==> config.mk <==
export PLATFORM = sky130hd
export DESIGN_NAME = uart_rx_fifo
export DESIGN_NICKNAME = d
export VERILOG_FILES = /design/src/rtl/uart_rx_fifo.sv
export SDC_FILE = /design/constraint.sdc
export NUM_CORES = 1
export LEC_CHECK = 0
export CORE_ASPECT_RATIO = 0.8
export CORE_MARGIN = 1
export CORE_UTILIZATION = 59
export CTS_CLUSTER_SIZE = 10
export DETAILED_ROUTE_END_ITERATION = 7
export GPL_TIMING_DRIVEN = 1
export PLACE_DENSITY = 0.89
export RECOVER_POWER = 100
export SKIP_LAST_GASP = 1
export SLEW_MARGIN = 15
export SYNTH_ARGS = -nofsm -noshare
export SYNTH_HDL_FRONTEND = slang
export SYNTH_SLANG_ARGS = --single-unit
export TNS_END_PERCENT = 10
==> constraint.sdc <==
create_clock -name clk -period 3.2 [get_ports clk]
set_input_delay 0.32 -clock clk [delete_from_list [all_inputs] [get_ports clk]]
set_output_delay 0.32 -clock clk [all_outputs]
set_load 0.01 [all_outputs]
==> src/rtl/uart_rx_fifo.sv <==
// Receive byte FIFO between uart_rx and the CPU getc path: show-ahead read, sticky overflow.
// Define UART_RX_FIFO_EOP_EN to store a per-entry end-of-packet tag alongside each byte.
module uart_rx_fifo #(
   parameter int DEPTH = 16
) (
   input  logic                       clk,
   input  logic                       rst,
   input  logic                       rx_ready,
   input  logic [7:0]                 rx_data,
   input  logic                       rx_eop,
   input  logic                       pop,
   output logic                       rd_valid,
   output logic [7:0]                 rd_data,
   output logic                       rd_eop,
   output logic [$clog2(DEPTH):0]     count,
   output logic                       full,
   output logic                       overflow,
   input  logic                       ovf_clr
);

   localparam int AW = $clog2(DEPTH);

   logic [7:0]    mem [DEPTH];
   logic [AW-1:0] wr_ptr;
   logic [AW-1:0] rd_ptr;
   logic          pop_eff;
   logic          wr_en;
   logic          drop;

   assign rd_valid = (count != '0);
   assign full     = (count == (AW+1)'(DEPTH));
   assign pop_eff  = pop && rd_valid;
   // A full FIFO still accepts a byte when the head leaves in the same cycle.
   assign wr_en    = rx_ready && (!full || pop_eff);
   assign drop     = rx_ready && full && !pop_eff;
   assign rd_data  = mem[rd_ptr];

   always_ff @(posedge clk) begin
      if (wr_en) begin
         mem[wr_ptr] <= rx_data;
      end
   end

   always_ff @(posedge clk or posedge rst) begin
      if (rst) begin
         wr_ptr <= '0;
         rd_ptr <= '0;
         count  <= '0;
      end else begin
         if (wr_en) begin
            wr_ptr <= wr_ptr + AW'(1);
         end
         if (pop_eff) begin
            rd_ptr <= rd_ptr + AW'(1);
         end
         case ({wr_en, pop_eff})
            2'b10:   count <= count + (AW+1)'(1);
            2'b01:   count <= count - (AW+1)'(1);
            default: count <= count;
         endcase
      end
   end

   always_ff @(posedge clk or posedge rst) begin
      if (rst) begin
         overflow <= 1'b0;
      end else if (drop) begin
         overflow <= 1'b1;
      end else if (ovf_clr) begin
         overflow <= 1'b0;
      end
   end

`ifdef UART_RX_FIFO_EOP_EN
   logic [DEPTH-1:0] tag;
   logic [AW-1:0]    last_ptr;
   logic             eop_set;

   assign last_ptr = wr_ptr - AW'(1);
   // The most recent byte is the head when count==1; popping it discards the eop.
   assign eop_set  = rx_eop && rd_valid && !(pop_eff && (count == (AW+1)'(1)));

   always_ff @(posedge clk or posedge rst) begin
      if (rst) begin
         tag <= '0;
      end else begin
         if (wr_en) begin
            tag[wr_ptr] <= 1'b0;
         end
         if (eop_set) begin
            tag[last_ptr] <= 1'b1;
         end
      end
   end

   assign rd_eop = rd_valid && tag[rd_ptr];
`else
   logic unused_eop;
   assign unused_eop = rx_eop;
   assign rd_eop     = 1'b0;
`endif

endmodule
# Yosys cells after proc, flatten, opt, wreduce, memory -nomap -nowiden
# Memories as Yosys holds them, arrays and structs flattened.
# Cells that the tools add are included.
[op_classes]
addsub = 4
n_mul = 0
div_mod_pow = 0
n_lt_le_gt_ge = 0
eq_ne = 3
shifts = 0
muxes = 5
bitwise_logic = 0
n_reduce_logical = 10
[ops]
columns = ["operator", "n"]
rows = [
  ["$pmux W5 S2", 1],
  ["$add A4 B1 Y4 const B", 2],
  ["$add A5 B1 Y5 const B", 1],
  ["$eq A5 B5 Y1 const B", 1],
  ["$reduce_bool A5 Y1", 1],
  ["$sub A5 B1 Y5 const B", 1],
  ["$logic_and A1 B1 Y1", 4],
  ["$mux W1", 4],
  ["$reduce_bool A2 Y1", 2],
  ["$eq A2 B1 Y1 const B", 1],
  ["$eq A2 B2 Y1 const B", 1],
  ["$logic_not A1 Y1", 2],
  ["$logic_or A1 B1 Y1", 1],
]
[word_totals]
regBits = 14
latch_bits = 0
mem_bits_rw = 128
romBits = 0
inputBits = 14
out_inout_bits = 17
elab_cells = 27
memories = 1
[mem_list]
columns = ["memory", "words", "word_bits", "rd", "rd_clocked_by_memory_dff", "wr", "line", "text"]
rows = [
  ["mem", 16, 8, 1, 0, 1, "23", "logic [7:0] mem [DEPTH];"],
]

# Longest topological paths before layout
[logic_depth]
depth_word = 6
ltp_mapped = 10
ltp_nobuf = 10

# Worst setup path after synthesis
# No wires, ideal clock.
[synth_path]
path_type = "flip-flop to flip-flop"
start = "register count[0]"
end = "register count[3]"
setup_time_ns = 0.122
arrival_ns = 2.309
t_required_ns = 3.078
setup_slack_ns = 0.769
stages_incl_launch_ff = 11
n_path_buf = 0
synth_period_minus_slack_ns = 2.431
path_cell_list = "dfrtp_1 > or4_4 > nor2_1 > inv_1 > nand2b_1 > inv_1 > ha_1 > a21o_1 > a21oi_1 > xnor2_1 > a32o_1"
[synth_via]
elab_chain_cells = 6
elab_cells_between_ends = 12
cone_classes = "add/sub: 2; eq/ne: 3; mux: 1; reduce/logical: 6"
[synth_lines]
columns = ["item", "line", "text"]
rows = [
  ["start, declared", "15", "output logic [$clog2(DEPTH):0] count,"],
  ["start signal, assigned", "57", "2'b10: count <= count + (AW+1)'(1);"],
  ["start signal, assigned", "58", "2'b01: count <= count - (AW+1)'(1);"],
  ["start signal, assigned", "59", "default: count <= count;"],
  ["$reduce_bool A5 Y1 *", "30", "assign rd_valid = (count != '0);"],
  ["via rd_valid", "12", "output logic rd_valid,"],
  ["$logic_and A1 B1 Y1 *", "32", "assign pop_eff = pop && rd_valid;"],
  ["$logic_or A1 B1 Y1", "34", "assign wr_en = rx_ready && (!full || pop_eff);"],
  ["$logic_and A1 B1 Y1", "34", ""],
  ["$eq A2 B1 Y1 / $eq A2 B2 Y1 (equally long branches)", "56", "case ({wr_en, pop_eff})"],
  ["$pmux W5 S2 / $reduce_bool A2 Y1 (equally long branches)", "--", ""],
]
# The timed path passes the listed nets; every way through them passes the cells marked *.
# A chain may end at the register's enable or synchronous reset.

# Worst setup path after layout
[layout_path]
start = "register rd_ptr[0]"
end = "output rd_data[4]"
[layout_via]
elab_chain_cells = 1
[layout_lines]
columns = ["item", "line", "text"]
rows = [
  ["start, declared", "25", "logic [AW-1:0] rd_ptr;"],
  ["start signal, assigned", "54", "rd_ptr <= rd_ptr + AW'(1);"],
  ["$mem_v2 Z16 W8", "--", ""],
  ["end, declared", "13", "output logic [7:0] rd_data,"],
]
# No other way between the ends.

==> results.md <==
- Drt wl/cell: 24.34 um
- Clock power share: 0.307
- Initial Util: 0.6049
- Postcts setup bufs: 0
- Slew Viols, Final: 0
- Row cnt: 32
- Post-Layout Cell Count: between 400 and 500
- Global-route wire length before repair: 17510 um
- Initial antenna violation count: 0
- Final cycle utilization of the critical path: 0.9261
- Post-Syn Area: 5813 um2
- Worst-Skew Late Latency: 0.43 ns
- Area growth from synthesis to layout: 16.57%
- Share of flip-flops with an asynchronous set or reset: 0.09859
- GRT met1 Usage: 0.3388
- Yosys cell types: slightly above 40
- Sw power: 1.952 mW
- Largest family of logic cells by synthesized area: multiplexers
- Adder-cell share of the synthesized area: 0.02066
- Post-DRT Antenna Nets: 0
- GPL Wtd Cong: 0.7967
- Outcome: finished clean
- Synth warnings: 0
- Worst Hold Class: primary input to asynchronous set/reset pin
- Setup-failing EPs final: 0
- DIE AREA: 10260 um2
- Fmax: 0.3374 GHz
- Global Route Usage Sum: 0.2494
- Final hold violations: 0
- Grt met3 use: 0.06107
- Layout cells sized above 1: 0.2006
- CP arrival: 2.64 ns
- I/O pin count: 31
- Die H: ~91 um
- Post-synthesis mux area share: 0.1313
- Crit path capture type: primary output
- Synth Area in Compound Gates: 0.03960
- Internal power: 4.384 mW
- Post-DP HPWL: between 7000 and 8000 um
- Clock sink count: 142
- TritonCTS clock tree: built
- Fin nets: 364
- Critical path class: flip-flop to primary output
- Static leakage: 2.350 nW
- Critical Path Fanout Max: 19
- Total Routed Length: 11510 um
- Fillers: 584
- Worst endpoint required time: 2.88 ns
- Mapped Cells: 304
- Count leader, synth: edfxtp_1
- Peak supply drop: 430.1 uV
- Port Buffers: 28
- Ant diodes: 0
- Comb pwr share: 0.309
- Avg Vias per Cell: approximately 6.3
- Placed cell count: about 440
- Leading area contributor after synthesis: edfxtp_1
- Post-synthesis sequential area ratio: 0.7215
- Switching Share: 0.3081
- Commonest cells post-synth: edfxtp_1 (128), mux4_2 (32), a22oi_1 (16), and3_1 (16), dfrtp_1 (14)
- Post-synthesis sequential element count: 142
- RSZ-0062 raised after global routing: false
- Post-synth EDFFs: 128
- Simple-Gate Fraction of Synth Area: 0.05532
- Core box area: 9609 um2
- Number of CTS-inserted buffers: 17
- Clock Pin Slew Worst Setup and Hold Paths: about 0.060 ns
- Largest net degree at the start of global routing: 32
- FF+latch area: 4195 um2
- Clock skew: ~0.015 ns
- DR pass1 iterations: 5
- Grt total ovfl: 0
- Clock buffer depth: 2
- DRC errors left: 0
- Post_cts resized: 0
- Final TNS setup: 0 ns
- Worst-margin pin slew: 1.073 ns
- Vias in the first global route: 3097
- Power Dens Cells: between 900 and 1000 nW/um2
- Top Usage Layer GRT: met2
- M2 GR Usage: 0.3920
- Die width: 113.0 um
- Startpoint Class: flip-flop
- Sequential share of power: 0.384
- Critical-path top delay cell: dlygate4sd3_1
- H-tree Lvls: 4
- Slew headroom: 0.2781
- Worst path max stage delay: 0.61 ns
- Hold WS: roughly 0.4 ns
- Max-cap violations: 0
- Largest cells by area after synthesis: edfxtp_1 (66%), mux4_2 (12%), dfrtp_1 (6.0%), a22oi_1 (2.1%), and3_1 (1.7%)
- Top_reg_cell synth: edfxtp_1
- Area occupied by multi-input gates: 1488 um2
- Xor and xnor area share after synthesis: 0.01356
- Drt first-iter violations: 294
- Vias: 2977
- Largest delay share family, worst path: buffers and inverters
- Syn avg cell area: 19.12 um2
- CTS Root Cell: clkbuf_16
- Synth top area share: 0.6612
- Min cycle time layout: 2.963 ns
- Hold buffers post-CTS: 0
- Crit-path cells: buf_4 -> mux4_2 -> a22oi_1 -> nand2_1 -> dlygate4sd3_1
- Syn nets: around 330
- Crit path buffers/inverters: 2
## final timing paths
| kind | depth (start not counted) | to | from | slack, ns |
|---|---|---|---|---|
| max | 5 | rd_data[4] | rd_ptr[0] | 0.24 |
| min | 2 | wr_ptr[2] | rst | 0.40 |
| max reg2reg | 4 | mem[12][1] | count[1] | 0.46 |
| min reg2reg | 1 | wr_ptr[2] | wr_ptr[2] | 0.52 |
| max in group asynchronous | 2 | rd_ptr[0] | rst | 2.38 |
| min in group clk | 2 | overflow | ovf_clr | 0.48 |
## through the flow
step / setup slack, ns / power [mW] / utilization / cell area (um2)
after floorplan: 0.7691 / 3.765 / - / 5813
after global placement: 0.7256 / 4.396 / 0.6475 / 6222
after detailed placement: 0.6077 / 4.480 / 0.6475 / 6222
after CTS: 0.2355 / 6.441 / 0.7083 / 6807
after global routing: 0.1245 / 6.605 / 0.7052 / 6777
final: 0.2366 / 6.336 / 0.7052 / 6777
## cells in the final DEF, fill, tap and decap left out, drive strengths merged, types with 4 or more instances in the layout
master,instances
a22oi,16
and2,4
and3,16
buf,5
clkbuf,17
clkdlybuf4s50,9
clkinv,5
dfrtp,14
dlygate4sd3,19
edfxtp,128
ha,8
inv,14
mux4,32
nand2,10
nand2b,5
nand3,5
nor2,6
xnor2,8
## cell families (layout without fill, tap and decap cells)
family	count (synthesis)	after routing
buffers and inverters	23	73
adders and majority gates	9	9
DFF	142	142
xor gates and xnor gates	9	9
AOI/OAI and AO/OA	30	30
other	1	1
muxes	36	36
and+or+nand+nor	54	54
## layout make-up
cell class,count,share of cell area
well taps,119,0.02197
repair buffers,33,0.04874
inverters,8,0.004431
flip-flops and latches,142,0.6191
clock buffers,17,0.06278
multi-input cells,139,0.2195
clock inverters,15,0.02345
## sequential cells by signal (all words and copies together), names as in the netlist
name and count:
overflow 1, mem 128, wr_ptr 4, rd_ptr 4, count 5
## metal layers
layer / vias to the layer above / wire length (um)
met5: - / 0
met3: 12 / 914
met1: 1521 / 4479
met4: 0 / 123
li1: 1305 / -
met2: 139 / 5994
## power by group through the flow
stage          logic, mW  clock network [mW]  registers [mW]
2_1_floorplan       1.33                   0            2.44
3_3_place_gp        1.93                   0            2.46
3_5_place_dp        1.99                   0            2.49
4_1_cts             2.02                1.96            2.45
5_1_grt             2.11                2.04            2.46
6_report            1.96                1.95            2.43
No activity file was read; power rests on OpenSTA's default activity.
